<file path="config.mk">
export PLATFORM = sky130hd
export DESIGN_NAME = store_unit
export DESIGN_NICKNAME = d
export VERILOG_FILES = /design/src/rtl/store_unit.sv
export SDC_FILE = /design/constraint.sdc
export NUM_CORES = 1
export LEC_CHECK = 0
export BUFFER_PORTS_ARGS = -buffer_cell sky130_fd_sc_hd__buf_2
export CAP_MARGIN = 20
export CORE_MARGIN = 4
export CORE_UTILIZATION = 49
export CTS_BUF_LIST = sky130_fd_sc_hd__clkbuf_4 sky130_fd_sc_hd__clkbuf_8
export DETAILED_ROUTE_END_ITERATION = 10
export PLACE_DENSITY = 0.82
export SLEW_MARGIN = 40
export SYNTH_ARGS = -nofsm -noshare
export SYNTH_HDL_FRONTEND = slang
export SYNTH_SLANG_ARGS = --single-unit
</file>
<file path="constraint.sdc">
create_clock -name clk -period 2.15 [get_ports clk]
set_input_delay 0.5375 -clock clk [delete_from_list [all_inputs] [get_ports clk]]
set_output_delay 0.5375 -clock clk [all_outputs]
set_load 0.005 [all_outputs]
</file>
<file path="src/rtl/store_unit.sv">
// Store unit: turns an execute-stage store into lane-aligned data memory beats.
// Define STORE_SPLIT_MISALIGNED_EN to split misaligned SH/SW into up to two beats.
module store_unit #(
  parameter int unsigned ADDR_W = 32
) (
  input  logic              clk,
  input  logic              rst,
  input  logic              req_valid,
  output logic              req_ready,
  input  logic [2:0]        req_funct3,
  input  logic [ADDR_W-1:0] req_addr,
  input  logic [31:0]       req_data,
  output logic              dmem_we,
  output logic [ADDR_W-1:0] dmem_addr,
  output logic [31:0]       dmem_wdata,
  output logic [3:0]        dmem_be,
  input  logic              dmem_ack,
  output logic              done,
  output logic              err
);

  typedef enum logic [1:0] {IDLE, BEAT0, BEAT1, RESP} state_t;

  state_t            r_state;
  logic              r_ready;
  logic              r_we;
  logic [ADDR_W-1:0] r_addr;
  logic [31:0]       r_wdata;
  logic [3:0]        r_be;
  logic              r_done;
  logic              r_err;

  logic [1:0]        w_off;
  logic [ADDR_W-1:0] w_base;
  logic              w_legal;
  logic [3:0]        w_be0;
  logic [31:0]       w_wd0;

  assign w_off  = req_addr[1:0];
  assign w_base = {req_addr[ADDR_W-1:2], 2'b00};

`ifdef STORE_SPLIT_MISALIGNED_EN
  logic              r_two;
  logic [ADDR_W-1:0] r_b1_addr;
  logic [3:0]        r_b1_be;
  logic [31:0]       r_b1_wdata;
  logic              w_two;
  logic [3:0]        w_be1;
  logic [31:0]       w_wd1;
  logic [3:0]        w_mask;
  logic [7:0]        w_span;
  logic [63:0]       w_d64;

  // Upper nibble / upper word of the shifted mask and data spill into the next word.
  assign w_mask = (req_funct3 == 3'b001) ? 4'b0011 : 4'b1111;
  assign w_span = {4'b0000, w_mask} << w_off;
  assign w_d64  = {32'h0, req_data} << {w_off, 3'b000};
`endif

  always_comb begin
    w_legal = 1'b0;
    w_be0   = '0;
    w_wd0   = '0;
`ifdef STORE_SPLIT_MISALIGNED_EN
    w_two   = 1'b0;
    w_be1   = '0;
    w_wd1   = '0;
`endif
    case (req_funct3)
      3'b000: begin
        w_legal = 1'b1;
        w_be0   = 4'b0001 << w_off;
        w_wd0   = {4{req_data[7:0]}};
      end
      3'b001, 3'b010: begin
        if (req_funct3 == 3'b001 && !w_off[0]) begin
          w_legal = 1'b1;
          w_be0   = 4'b0011 << w_off;
          w_wd0   = {2{req_data[15:0]}};
        end else if (req_funct3 == 3'b010 && w_off == 2'b00) begin
          w_legal = 1'b1;
          w_be0   = 4'b1111;
          w_wd0   = req_data;
        end
`ifdef STORE_SPLIT_MISALIGNED_EN
        else begin
          w_legal = 1'b1;
          w_be0   = w_span[3:0];
          w_wd0   = w_d64[31:0];
          w_two   = |w_span[7:4];
          w_be1   = w_span[7:4];
          w_wd1   = w_d64[63:32];
        end
`endif
      end
      default: w_legal = 1'b0;
    endcase
  end

  always_ff @(posedge clk) begin
    if (!rst) begin
      r_state <= IDLE;
      r_ready <= 1'b1;
      r_we    <= 1'b0;
      r_addr  <= '0;
      r_wdata <= '0;
      r_be    <= '0;
      r_done  <= 1'b0;
      r_err   <= 1'b0;
`ifdef STORE_SPLIT_MISALIGNED_EN
      r_two      <= 1'b0;
      r_b1_addr  <= '0;
      r_b1_be    <= '0;
      r_b1_wdata <= '0;
`endif
    end else begin
      r_done <= 1'b0;
      r_err  <= 1'b0;
      case (r_state)
        IDLE: begin
          if (req_valid && r_ready) begin
            r_ready <= 1'b0;
            if (w_legal) begin
              r_we    <= 1'b1;
              r_addr  <= w_base;
              r_be    <= w_be0;
              r_wdata <= w_wd0;
              r_state <= BEAT0;
`ifdef STORE_SPLIT_MISALIGNED_EN
              r_two      <= w_two;
              r_b1_addr  <= w_base + ADDR_W'(4);
              r_b1_be    <= w_be1;
              r_b1_wdata <= w_wd1;
`endif
            end else begin
              r_err   <= 1'b1;
              r_state <= RESP;
            end
          end
        end
        BEAT0: begin
          if (dmem_ack) begin
`ifdef STORE_SPLIT_MISALIGNED_EN
            if (r_two) begin
              r_addr  <= r_b1_addr;
              r_be    <= r_b1_be;
              r_wdata <= r_b1_wdata;
              r_state <= BEAT1;
            end else begin
              r_we    <= 1'b0;
              r_done  <= 1'b1;
              r_state <= RESP;
            end
`else
            r_we    <= 1'b0;
            r_done  <= 1'b1;
            r_state <= RESP;
`endif
          end
        end
        BEAT1: begin
          if (dmem_ack) begin
            r_we    <= 1'b0;
            r_done  <= 1'b1;
            r_state <= RESP;
          end
        end
        RESP: begin
          r_ready <= 1'b1;
          r_state <= IDLE;
        end
        default: begin
          r_we    <= 1'b0;
          r_ready <= 1'b1;
          r_state <= IDLE;
        end
      endcase
    end
  end

  assign req_ready  = r_ready;
  assign dmem_we    = r_we;
  assign dmem_addr  = r_addr;
  assign dmem_wdata = r_wdata;
  assign dmem_be    = r_be;
  assign done       = r_done;
  assign err        = r_err;

endmodule
</file>
After elaboration in Yosys (flattened, before gate mapping)

Cells that the tools add are included.

Output and inout bits: 72
RAM bits: 0
Latch bits: 0
Flip-flop bits (word level): 72
Bits of input ports: 71
Memories kept: 0
Word-level logic and storage cells: 56
ROM bits: 0

Multipliers: 0
Shift-type cells: 2
Order comparisons: 0
Bitwise gates (word level): 0
Divide/modulo/power cells: 0
Reduce and logical (&&, ||, !) cells: 17
Add/subtract/negate cells: 0
Equality and inequality tests: 8
Mux-type cells: 21

Operator list:

| cell                | count |
|---|---|
| $mux 32             | 2 |
| $pmux 32 s2         | 1 |
| $mux 1              | 8 |
| $mux 4              | 2 |
| $pmux 4 s2          | 1 |
| $mux 2              | 3 |
| $pmux 1 s2          | 3 |
| $pmux 2 s3          | 1 |
| $reduce_and 2->1    | 3 |
| $reduce_and 3->1    | 2 |
| $eq 2x2->1 const B  | 2 |
| $logic_not 2->1     | 2 |
| $ne 2x2->1 const B  | 2 |
| $reduce_and 4->1    | 1 |
| $reduce_bool 2->1   | 2 |
| $reduce_or 2->1     | 2 |
| $shl 1x2->4 const A | 1 |
| $shl 2x2->4 const A | 1 |
| $eq 3x1->1 const B  | 1 |
| $eq 3x2->1 const B  | 1 |
| $logic_and 1x1->1   | 3 |
| $logic_not 3->1     | 1 |
| $eq 2x1->1 const B  | 1 |
| $ne 2x1->1 const B  | 1 |
| $logic_not 1->1     | 1 |

Depth between registers and ports, before layout

Gate-level depths: netlist of the first run.

Depth after elaboration: 8
Mapped depth: 8
Gate-level depth less buffers: 6

Worst setup path before layout of the first run

Ideal clock, no wire load.

Path type: input to register
Start point: input req_addr[0]
End point: register r_wdata[11] (netlist: dmem_wdata[11])
Path slack: 424 ps
Data required time: 2034 ps
Setup time: 116 ps
Buffers on the path: 1
Data arrival time: 1610 ps
Cell stages on the path: 7
Cell sequence: inv_1 > ha_1 > nand2b_1 > a21oi_4 > nor2_4 > buf_2 > o211a_1

Cells in the longest elaborated chain, start to end: 6
Elaborated cells between the ends (all ways): 11
Those cells by class: 6 x mux; 5 x reduce/logical

Ends and longest elaborated chain:

| what                       | RTL line | source |
|---|---|---|
| start: declaration         | 11       | `input logic [ADDR_W-1:0] req_addr,` |
| $logic_not 2->1            | 80       | `end else if (req_funct3 == 3'b010 && w_off == 2'b00) begin` |
| $logic_and 1x1->1          | 80       |  |
| $mux 1                     | 80       |  |
| $mux 1                     | 76       | `if (req_funct3 == 3'b001 && !w_off[0]) begin` |
| $pmux 1 s2                 | 69       | `case (req_funct3)` |
| $reduce_and 3->1 (no line) | --       |  |
| end signal: assignment     | 127      | `r_wdata <= w_wd0;` |
| end: declaration           | 28       | `logic [31:0] r_wdata;` |

Several ways; a longest one is shown, not always the timed one.
A chain may end at the register's enable or synchronous reset.

Worst setup path after layout of the first run

Start point: register r_state[0]
End point: register r_addr[31] (netlist: dmem_addr[31])

Cells in the longest elaborated chain, start to end: 2

Ends and longest elaborated chain:

| what                       | RTL line | source |
|---|---|---|
| start: declaration         | 24       | `state_t r_state;` |
| start signal: assignment   | 102      | `r_state <= IDLE;` |
| start signal: assignment   | 128      | `r_state <= BEAT0;` |
| start signal: assignment   | 137      | `r_state <= RESP;` |
| $logic_not 2->1            | 119      | `case (r_state)` |
| $reduce_and 3->1 (no line) | --       |  |
| end signal: assignment     | 125      | `r_addr <= w_base;` |
| end: declaration           | 27       | `logic [ADDR_W-1:0] r_addr;` |

No other way between the ends.

==> results of run 1 <==
sequential cells by signal, indices dropped and copies added, names as in the netlist:
register and cells:
dmem_we 1, r_state 2, done 1, req_ready 1
dmem_addr 30, dmem_be 4, err 1, dmem_wdata 32
logic make-up after synthesis:
group,synth area share [%]
flops,43.7
fa+ha+maj,3.04
compound gates,33.1
simple gates,10.6
buf+inv,8.81
other cells,0.114
mux,0.607
power by group through the flow:
stage / logic (mW) / clock network [mW] / registers [mW]
floorplan: 0.604 / 0 / 1.56
global placement: 0.921 / 0 / 1.55
detailed placement: 0.953 / 0 / 1.55
CTS: 0.956 / 1.07 / 1.53
global route: 1.06 / 1.13 / 1.54
finish: 0.962 / 1.06 / 1.53
Yosys cell counts:
cell type / n
o21ai_1: 1
buf_4: 5
nand3_1: 41
nor3_1: 1
clkbuf_1: 13
inv_1: 14
buf_1: 3
a221oi_1: 1
conb_1: 1
mux2i_1: 2
buf_6: 8
o211a_1: 8
a21oi_1: 63
o21ai_0: 39
and3_1: 2
nor2_1: 4
buf_2: 7
a211oi_2: 2
nor2b_1: 1
and2_0: 1
ha_1: 8
or3b_1: 1
a22o_1: 1
nand2_1: 7
a222oi_1: 7
nor3_2: 2
a21oi_4: 1
dfxtp_1: 72
nand3b_1: 1
a211oi_1: 17
o211ai_2: 8
nand2b_1: 1
a311oi_1: 1
a22oi_1: 7
nor4b_1: 1
a2bb2oi_1: 1
o221a_1: 3
o22ai_1: 2
a21o_1: 2
nor2_4: 2
clkbuf_2: 3
a31oi_1: 1
critical path: cells and delay by family, from the launching register on:
family	cells	cell delay [ns]
buffers and inverters	2	0.46
AOI/OAI and AO/OA	1	0.14
adders and majority gates	1	0.28
DFF	1	0.35
and+or+nand+nor	2	0.56
layer usage:
metal,part of all wire (%),wire (microns)
met2,48,4740
met5,0,0
met1,41,4080
met3,8.7,865
met4,2.2,221
per-stage QoR:
stage	setup slack [ns]	hold slack [ns]	cell area (sq um)
2_1_floorplan	0.424	0.470	3300
3_3_place_gp	0.101	0.458	4020
3_5_place_dp	0.0412	0.464	4020
4_1_cts	0.298	0.434	4220
5_1_grt	0.105	0.441	4220
6_report	0.270	0.440	4220
worst min-delay path by stage:
stage	to	slack, ns
final	dmem_addr[7]	0.44
after global routing	dmem_addr[27]	0.44
after CTS	dmem_addr[9]	0.43
after floorplan	dmem_addr[10]	0.47
after global placement	dmem_addr[26]	0.46
after detailed placement	dmem_addr[27]	0.46
layout make-up:
class,instances,share of cell area [%]
Sequential cell,72,34.2
Clock buffer,9,2.94
Multi-Input combinational cell,242,37.4
Inverter,14,1.25
Tap cell,77,2.28
Clock inverter,7,1.72
Timing Repair Buffer,159,20.3
==> reports/qor.csv, run 1 <==
metric;value;unit
crit_path_cell_trace;inv_1, ha_1, and3_2, buf_4, nand3_1, a21oi_1;
p_leak;1.97;nW
fmax;532;MHz
antenna_left;0;
synth_seq_cells;72;
power_density;842;mW/mm^2
grt_usage;23.4;%
worst_slew_margin_rel;58.7;%
multiInputGateArea;0.00158;sq mm
crit_path_max_fanout;28;
critPathSlowestCell;and3_2;
rr_endpoint;dmem_addr[31];
place.gp.congestion;0.890;
whs_path_depth;3;
num_antenna_cells;0;
internal-power;2.36;mW
vdd_drop_max;0.000577;V
tns;0;ns
vias;3428;
met3_usage;5.93;%
drive_gt1_share;38.6;%
p_comb_share;27.1;%
slew_violations;0;
synth_area;0.00330;sq mm
cp.required;2.42;ns
syn_to_final_growth;28.0;%
clockBufferDepth;2;
netlist_instances;366;
hp-class;input port to flip-flop;
p_clk_share;29.9;%
wirelength;9.91;mm
rsz0062_at_grt;false;
rows;29;
gr-total-overflow;0;
detail_route.wl_per_cell;17.1;microns
rr_worst_depth;6;
worstSetupPathType;flip-flop to flip-flop;
cts_hold_buf;0;
grt_util_met2;37.3;%
total_switching_power;1.19;mW
seq_area;0.00144;sq mm
power.total;3.55;mW
fin_skew;0.00375;ns
dpl.cell_count;564;
cts_tree;yes;
r2r_slack;0.27;ns
insertion_delay;0.34;ns
timing.critical_path.from;r_state[0];
cp-start-kind;flip-flop;
antenna_found_initial;0;
firstDrtPassIters;6;
grt_pass1_vias;3284;
max_cap_violations;0;
ctsHtreeMaxLevel;3;
synth_area_leaders;dfxtp_1 44%, a21oi_1 9.6%, nand3_1 6.2%, o21ai_0 5.9%, a211oi_1 3.9%;
cts_resized;0;
pin_count;143;
seqPwrFrac;43.0;%
die_area;0.00810;sq mm
io_buffers;140;
post-route-min-period;1.88;ns
finalHoldViolCount;0;
start_util;51.3;%
yosys.area.top_type;dfxtp_1;
syn_area_per_cell;9.00;sq um
cp_data_arrival_time;2.15;ns
crit_path_max_incr_delay;0.43;ns
worst_hold_startpoint;req_addr[7];
busiest_layer;met2;
grt_max_degree;35;
core;0.00642;sq mm
yosysTopAreaCellShare;43.7;%
reg2reg_from;r_state[0];
crit_end;dmem_addr[31];
cts_num_sinks;72;
cts-root-buf;clkbuf_8;
dieWidth;90.0;microns
critPathCaptureType;flip-flop;
final_util;65.7;%
dp_hpwl;7.07;mm
gr-usage-met1;30.6;%
fin_crit_sh;87.4;%
fin_nets;577;
synth.distinct_cells;42;
drt-initial-drc-count;275;
cts_buffers;9;
seq_area_frac_synth;43.7;%
fill_cells;554;
worst_pin_slew;0.618;ns
viasPerCell;5.91;
status;complete, no violations;
post_cts_buffers;0;
swShare;33.6;%
grt_pass1_wl;16.0;mm
die_h;90.0;microns
drcViolationCount;0;
final_cell_mix;140 x buf_2, 72 x dfxtp_1, 63 x a21oi_1, 41 x nand3_1, 39 x o21ai_0;
clkTransAtPathRegs;0.08;ns
yosysWarningCount;0;
setup_viol;0;
final_cells;580;
final_common_cell;buf_2;
No activity file was read; power rests on OpenSTA's default activity.
==> inputs of run 2 (changes only) <==
CORE_UTILIZATION = 53   (was 49)
PLACE_DENSITY = 0.88   (was 0.82)
clock period = 2.3 ns   (was 2.15 ns; I/O delays follow)
==> reports/qor.csv, run 2 (same netlist as run 1, synthesis figures left out) <==
metric;value;unit
ctsHtreeMaxLevel;3;
final_area;0.00420;sq mm
grt_max_degree;35;
critPathSlowestCell;and3_2;
vdd_drop_max;0.000404;V
fmax;522;MHz
crit_path_max_incr_delay;0.43;ns
cp_data_arrival_time;2.19;ns
dpl_cell_area;0.00400;sq mm
io_buffers;140;
die_area;0.00754;sq mm
final_cell_mix;140 x buf_2, 72 x dfxtp_1, 63 x a21oi_1, 41 x nand3_1, 39 x o21ai_0;
firstDrtPassIters;7;
crit_path_max_fanout;29;
drt-initial-drc-count;365;
cts_resized;0;
start_util;55.0;%
rr_endpoint;dmem_addr[13];
reg2reg_from;r_state[0];
pin_count;143;
viasPerCell;6.03;
worst_pin_slew;0.623;ns
die_h;86.9;microns
rows;28;
post_cts_buffers;0;
drive_gt1_share;37.8;%
multiInputGateArea;0.00158;sq mm
tns;0;ns
cp-start-kind;flip-flop;
cts_tree;yes;
grt_usage;26.5;%
wirelength;9.91;mm
critPathCaptureType;flip-flop;
clkTransAtPathRegs;0.08;ns
slew_violations;0;
timing.critical_path.from;r_state[0];
dp_hpwl;7.17;mm
vias;3458;
worstSetupPathType;flip-flop to flip-flop;
clockBufferDepth;2;
insertion_delay;0.35;ns
antenna_left;0;
crit_path_cell_trace;inv_1, ha_1, and3_2, buf_4, nand3_1, a21oi_1;
largest_register_ffs;32;
status;complete, no violations;
crit_end;dmem_addr[13];
fill_cells;484;
grt_pass1_vias;3315;
hp-class;input port to flip-flop;
seq_area;0.00144;sq mm
core;0.00599;sq mm
rr_worst_depth;6;
p_leak;1.95;nW
rsz0062_at_grt;false;
antenna_found_initial;0;
dieWidth;86.9;microns
power_density;798;mW/mm^2
cts_num_sinks;72;
worst_slew_margin_rel;58.3;%
max_cap_violations;0;
cp.required;2.57;ns
fin_crit_sh;83.3;%
r2r_slack;0.38;ns
syn_to_final_growth;27.5;%
fin_skew;0.0120;ns
gr-total-overflow;0;
num_antenna_cells;0;
place.gp.congestion;0.885;
cts-root-buf;clkbuf_8;
final_common_cell;buf_2;
post-route-min-period;1.92;ns
cts_hold_buf;0;
grt_pass1_wl;15.9;mm
drcViolationCount;0;
fin_nets;572;
setup_viol;0;
detail_route.wl_per_cell;17.3;microns
cts_buffers;9;
finalHoldViolCount;0;
==> run 2: per-stage QoR <==
step                worst slack (ns)  utilization (%)  power [mW]  hold slack (ns)  std cells
finish                         0.384             70.1        3.35            0.472        573
global route                   0.263             70.1        3.52            0.473        573
CTS                            0.394             70.1        3.35            0.464        573
detailed placement             0.154             66.7        2.34            0.465        557
global placement               0.206             66.7        2.30            0.458        557
floorplan                      0.536                -        2.02            0.470        367
==> run 2: worst max-delay path, delay by kind of cell (launching register included) <==
family	cells	cell delay (ns)
AND/OR/NAND/NOR	2	0.57
buffers and inverters	2	0.45
flip-flops	1	0.35
adder cells (fa/ha/maj)	1	0.30
AO/OA/AOI/OAI	1	0.15
==> run 2: worst min path at each step <==
stage / from / endpoint / slack [ns] / depth (start not counted)
6_report: req_addr[2] / dmem_addr[2] / 0.47 / 3
5_1_grt: req_addr[24] / dmem_addr[24] / 0.47 / 3
4_1_cts: req_addr[7] / dmem_addr[7] / 0.46 / 3
3_5_place_dp: dmem_addr[8] / dmem_addr[8] / 0.47 / 2
3_3_place_gp: dmem_addr[18] / dmem_addr[18] / 0.46 / 2
2_1_floorplan: dmem_addr[10] / dmem_addr[10] / 0.47 / 2
==> run 2: routing by layer <==
layer	GRT usage, %	vias to the layer above	share of wire [%]
met5	0	-	0
met4	10.8	0	2.0
met3	5.01	22	9.6
met2	43.7	178	49
met1	33.9	1650	39
li1	-	1608	-
==> run 2: final cells by class <==
| class | count | area share (%) |
|---|---|---|
| multi-input cells | 242 | 37.5 |
| flip-flops and latches | 72 | 34.3 |
| repair buffers | 154 | 19.8 |
| clock buffers | 10 | 3.28 |
| well taps | 75 | 2.23 |
| clock inverters | 6 | 1.64 |
| inverters | 14 | 1.25 |
==> run 2: power by group <==
group	internal, mW	total (mW)	switching (mW)
Clock	0.534	1.03	0.499
Combinational	0.342	0.894	0.551
Sequential	1.36	1.43	0.0658
Total	2.24	3.35	1.12
